$ cat src/rtl/dcache_mem_ctrl_pkg.sv
// Shared types and constants for the data-cache DRAM block controller.
// The same enum also drives the debug state port.
package dcache_mem_ctrl_pkg;
  localparam int AWIDTH_DEF = 23;
  localparam int DWIDTH_DEF = 128;
  localparam int BLK_OFFSET = 4;

  typedef enum logic [2:0] {
    IDLE,
    WB,
    WB_GAP,
    RF,
    RESP
  } state_t;
endpackage

$ cat src/rtl/dcache_mem_ctrl_wait_timer.sv
// Loadable up-counter bounding how long a DRAM request may wait for mem_ready.
// hit is high while the count equals TIMEOUT-1.
module mem_wait_timer #(
  parameter int TIMEOUT = 16,
  parameter int CW      = $clog2(TIMEOUT) + 1
) (
  input  logic          clk,
  input  logic          rst,
  input  logic          clr,
  input  logic          load,
  input  logic [CW-1:0] load_val,
  input  logic          en,
  output logic          hit
);
  logic [CW-1:0] count;

  always_ff @(posedge clk or posedge rst) begin
    if (rst) begin
      count <= '0;
    end else if (clr) begin
      count <= '0;
    end else if (load) begin
      count <= load_val;
    end else if (en) begin
      count <= count + 1'b1;
    end
  end

  assign hit = (count == CW'(TIMEOUT - 1));
endmodule

$ cat src/rtl/dcache_mem_ctrl.sv
// Miss handler: optional victim write-back, one-cycle gap, block refill, response.
// All outputs are registered; dbg_state exposes the FSM for checkers.
module dcache_mem_ctrl
  import dcache_mem_ctrl_pkg::*;
#(
  parameter int AWIDTH  = AWIDTH_DEF,
  parameter int DWIDTH  = DWIDTH_DEF,
  parameter int TIMEOUT = 16
) (
  input  logic              clk,
  input  logic              rst,
  input  logic              req_valid,
  output logic              req_ready,
  input  logic              req_dirty,
  input  logic [AWIDTH-1:0] req_wb_addr,
  input  logic [DWIDTH-1:0] req_wb_data,
  input  logic [AWIDTH-1:0] req_rf_addr,
  output logic              rsp_valid,
  output logic [DWIDTH-1:0] rsp_data,
  output logic              rsp_err,
  output logic              mem_wren,
  output logic              mem_rden,
  output logic [AWIDTH-1:0] mem_addr,
  output logic [DWIDTH-1:0] mem_wdata,
  input  logic [DWIDTH-1:0] mem_rdata,
  input  logic              mem_ready,
  output state_t            dbg_state
);
  localparam int CW = $clog2(TIMEOUT) + 1;

  // Handshake: a request transfers on a rising edge where req_valid and
  // req_ready are both high; req_ready is only ever high in IDLE.
  state_t            state;
  logic [AWIDTH-1:0] rf_addr_q;
  logic              accept;
  logic              tmr_clr;
  logic              tmr_en;
  logic              tmr_hit;

  assign accept    = req_valid && req_ready && (state == IDLE);
  assign tmr_clr   = accept || (state == WB_GAP);
  assign tmr_en    = (state == WB) || (state == RF);
  assign dbg_state = state;

  mem_wait_timer #(
    .TIMEOUT (TIMEOUT),
    .CW      (CW)
  ) u_timer (
    .clk      (clk),
    .rst      (rst),
    .clr      (tmr_clr),
    .load     (1'b0),
    .load_val ({CW{1'b0}}),
    .en       (tmr_en),
    .hit      (tmr_hit)
  );

  always_ff @(posedge clk or posedge rst) begin
    if (rst) begin
      state     <= IDLE;
      req_ready <= 1'b0;
      rsp_valid <= 1'b0;
      rsp_err   <= 1'b0;
      rsp_data  <= '0;
      mem_wren  <= 1'b0;
      mem_rden  <= 1'b0;
      mem_addr  <= '0;
      mem_wdata <= '0;
      rf_addr_q <= '0;
    end else begin
      rsp_valid <= 1'b0;
      rsp_err   <= 1'b0;
      case (state)
        IDLE: begin
          if (accept) begin
            req_ready <= 1'b0;
            rf_addr_q <= req_rf_addr;
            if (req_dirty) begin
              state     <= WB;
              mem_wren  <= 1'b1;
              mem_addr  <= req_wb_addr;
              mem_wdata <= req_wb_data;
            end else begin
              state    <= RF;
              mem_rden <= 1'b1;
              mem_addr <= req_rf_addr;
            end
          end else begin
            req_ready <= 1'b1;
          end
        end
        WB: begin
          if (mem_ready) begin
            state    <= WB_GAP;
            mem_wren <= 1'b0;
          end else if (tmr_hit) begin
            state     <= IDLE;
            mem_wren  <= 1'b0;
            rsp_err   <= 1'b1;
            req_ready <= 1'b1;
          end
        end
        // Both requests stay low here so the DRAM sees a clean request edge.
        WB_GAP: begin
          state    <= RF;
          mem_rden <= 1'b1;
          mem_addr <= rf_addr_q;
        end
        RF: begin
          if (mem_ready) begin
            state     <= RESP;
            mem_rden  <= 1'b0;
            rsp_data  <= mem_rdata;
            rsp_valid <= 1'b1;
          end else if (tmr_hit) begin
            state     <= IDLE;
            mem_rden  <= 1'b0;
            rsp_err   <= 1'b1;
            req_ready <= 1'b1;
          end
        end
        RESP: begin
          state     <= IDLE;
          req_ready <= 1'b1;
        end
        default: state <= IDLE;
      endcase
    end
  end
endmodule

$ cat config.mk
export PLATFORM = sky130hd
export DESIGN_NAME = dcache_mem_ctrl
export DESIGN_NICKNAME = d
export VERILOG_FILES = /design/src/rtl/dcache_mem_ctrl_pkg.sv /design/src/rtl/dcache_mem_ctrl_wait_timer.sv /design/src/rtl/dcache_mem_ctrl.sv
export SDC_FILE = /design/constraint.sdc
export NUM_CORES = 1
export LEC_CHECK = 0
export CORE_AREA = 10 10 225 227
export DETAILED_ROUTE_END_ITERATION = 12
export DIE_AREA = 0 0 235 237
export PLACE_DENSITY = 0.63
export SLEW_MARGIN = 20
export SYNTH_ARGS = -nofsm -noshare
export SYNTH_HDL_FRONTEND = slang
export SYNTH_SLANG_ARGS = --single-unit
$ cat constraint.sdc
create_clock -name clk -period 16.3 [get_ports clk]
set_input_delay 3.26 -clock clk [delete_from_list [all_inputs] [get_ports clk]]
set_output_delay 3.26 -clock clk [all_outputs]
set_load 0.05 [all_outputs]
==> results.ini <==
[placed_design]
dp_hpwl_um=34500
place_congestion=0.785
dp_cells=1948
pre_cts_ws_ns=9.60
port-buffer-count=593
postPlaceCellArea_um2=19200

[layout]
layout_commonest_cell=clkdlybuf4s50_1
final_area_um2=20500
drive_gt1_frac=0.266
areaGrowthSynthToFinish_pct=61.2
mostFrequentLayoutCells=593 x clkdlybuf4s50_1, 315 x dfrtp_1, 192 x mux2_2
nets=1691
final_cells=2022

[synth]
synth_area_leader_cell=dfrtp_1
synth.distinct_cells=39
syn_area_um2=12700
synth_warnings=0
syn_avg_cell_area_um2=16.2
synthCells=784
synth.top_cell.area_share=0.619
syn_nets=1093
synth_area_leaders=dfrtp_1 62%, mux2_2 17%, mux2_4 13%, o21ai_0 1.6%, buf_6 1.3%
ys_async_sr_fraction=1.00
synth_seq_cells=315
synth-edff-count=0
ys_seq_area_frac=0.619
synth_flop_cell=dfrtp_1

[floorplan]
rows=79
io_pins=594
start_util=0.276
core_um2=46200
die_y_um=237
die_area_um2=55700
fp.dieW_um=235

[global_route]
antenna_found_initial=11
grt_pass1_wl_um=66800
grt_remaining_overflow=0
grt_usage=0.156
grt_max_degree=118
grt_pass1_vias=9591

[clock_tree]
clock_path_buffers=3
clkLatencyLatePin_ns=0.54
ctsHoldBuffers=0
cts_buffers=38
clock-sinks=315
cts.clk_slew.worst_paths_ns=0.06
htreeDepth=2
cts-root-buf=clkbuf_16
post_cts_buffers=0
cts-resized-gates=0
cts_tree=done

[timing]
clock_skew_ns=0.0145
max_slew_margin=0.295
hold_viol_final=0
fin_ws_ns=10.56
rsz0062_at_grt=no
tightest_slew_ns=1.06
tns_ns=0
finalMaxSlewViolations=0
timing.final.crit_period_ns=5.74
max_freq_mhz=174
finalCritPeriodShare=0.352
setup_viol=0

[route]
drt_wl_total_um=45000
vias=8821
ant_nets=0
drtPass1Iterations=4
drtIter0Drc=393
wire_per_inst_um=22.3
drc=0
vias_per_cell=4.36

[pwr]
switching_share=0.455
switchingPower_w=0.00234
pwr-share-comb=0.560
vdd_drop_max_mv=0.159
internal_power_w=0.00280
p_leak_nw=8.79
power_density_nw_per_um2=251
sequentialPowerShare=0.272
clockPowerShare=0.169

[min_path]
hp-class=reg2reg

[worst_setup_path]
cp.required_ns=16.71
crit_type=in2reg
cp_max_fo=90
crit_path_end_kind=flop
start_kind=input port
worstPathArrival_ns=6.15

[run_status]
status=finished clean

[flow_run]
cap_violations=0

-- final timing paths --
| kind | startpoint | cells past startpoint | slack, ns | end |
|---|---|---|---|---|
| worst min register to register | rf_addr_q[0] | 1 | 0.48 | rf_addr_q[0] |
| worst max-delay path | mem_ready | 6 | 10.56 | rsp_data[20] |
| worst max register to register | dbg_state[1] | 5 | 12.84 | rsp_data[20] |
| min in group asynchronous | rst | 2 | 3.28 | mem_wdata[46] |
| max in group asynchronous | rst | 4 | 10.75 | rsp_data[51] |
| worst min-delay path | rf_addr_q[0] | 1 | 0.48 | rf_addr_q[0] |
-- final cells by class --
cell class | instances | area (um^2)
well taps | 607 | 759
inverters | 3 | 18.8
clock buffers | 58 | 1150
diodes | 4 | 10.0
flip-flops and latches | 315 | 7880
clock inverters | 11 | 138
fillers | 4206 | 25600
repair buffers | 605 | 6050
multi-input cells | 419 | 4520
-- logic make-up (layout without fill, tap and decap cells) --
kind of cell	after synthesis	in the layout	synth area share
DFF	315	315	0.619
muxes	302	302	0.299
AOI/OAI and AO/OA	79	79	0.0352
adders and majority gates	2	2	0.00197
buffers and inverters	50	677	0.0276
and+or+nand+nor	34	34	0.0161
other	0	4	0
xor gates and xnor gates	2	2	0.00138
-- sequential cells by signal, indices dropped and copies added, names as in the netlist, 3 cells and up --
name,cells
mem_wdata,128
rsp_data,128
mem_addr,23
rf_addr_q,23
u_timer.count,5
dbg_state,3
-- cells in the mapped netlist (6+ instances only) --
master,n
buf_2,11
nor2_1,8
mux2_4,107
buf_6,15
clkbuf_1,11
o21ai_0,41
buf_4,10
mux2_2,192
dfrtp_1,315
o22ai_1,21
nand2b_1,6
-- routing by layer --
metal / routed length (um) / vias up / track usage
li1: - / 4016 / -
met4: 789 / 10 / 0.0399
met3: 4370 / 60 / 0.0710
met5: 65 / - / 0
met1: 16700 / 4374 / 0.171
met2: 23100 / 361 / 0.269
-- power groups by stage --
stage / clock network, W / logic (W) / registers [W]
final: 0.000868 / 0.00288 / 0.00140
after global routing: 0.000933 / 0.00299 / 0.00146
after CTS: 0.000900 / 0.00292 / 0.00140
after floorplan: 0 / 0.000649 / 0.00262
after global placement: 0 / 0.00289 / 0.00140
after detailed placement: 0 / 0.00292 / 0.00141
-- through the flow --
step                      hold slack, ns  power (W)  utilization
after floorplan                    0.448    0.00327            -
after global placement             0.460    0.00429        0.416
after detailed placement           0.474    0.00432        0.416
after CTS                          0.487    0.00522        0.444
after global routing               0.508    0.00537        0.445
final                              0.481    0.00514        0.445
-- critical path: stages --
cell             delay [ns]
clkdlybuf4s50_1        0.52
nand2_1                0.14
nor3_4                 0.53
buf_4                  0.51
buf_6                  0.69
mux2_2                 0.42
Note: power is estimated with default switching activity, not from simulation.
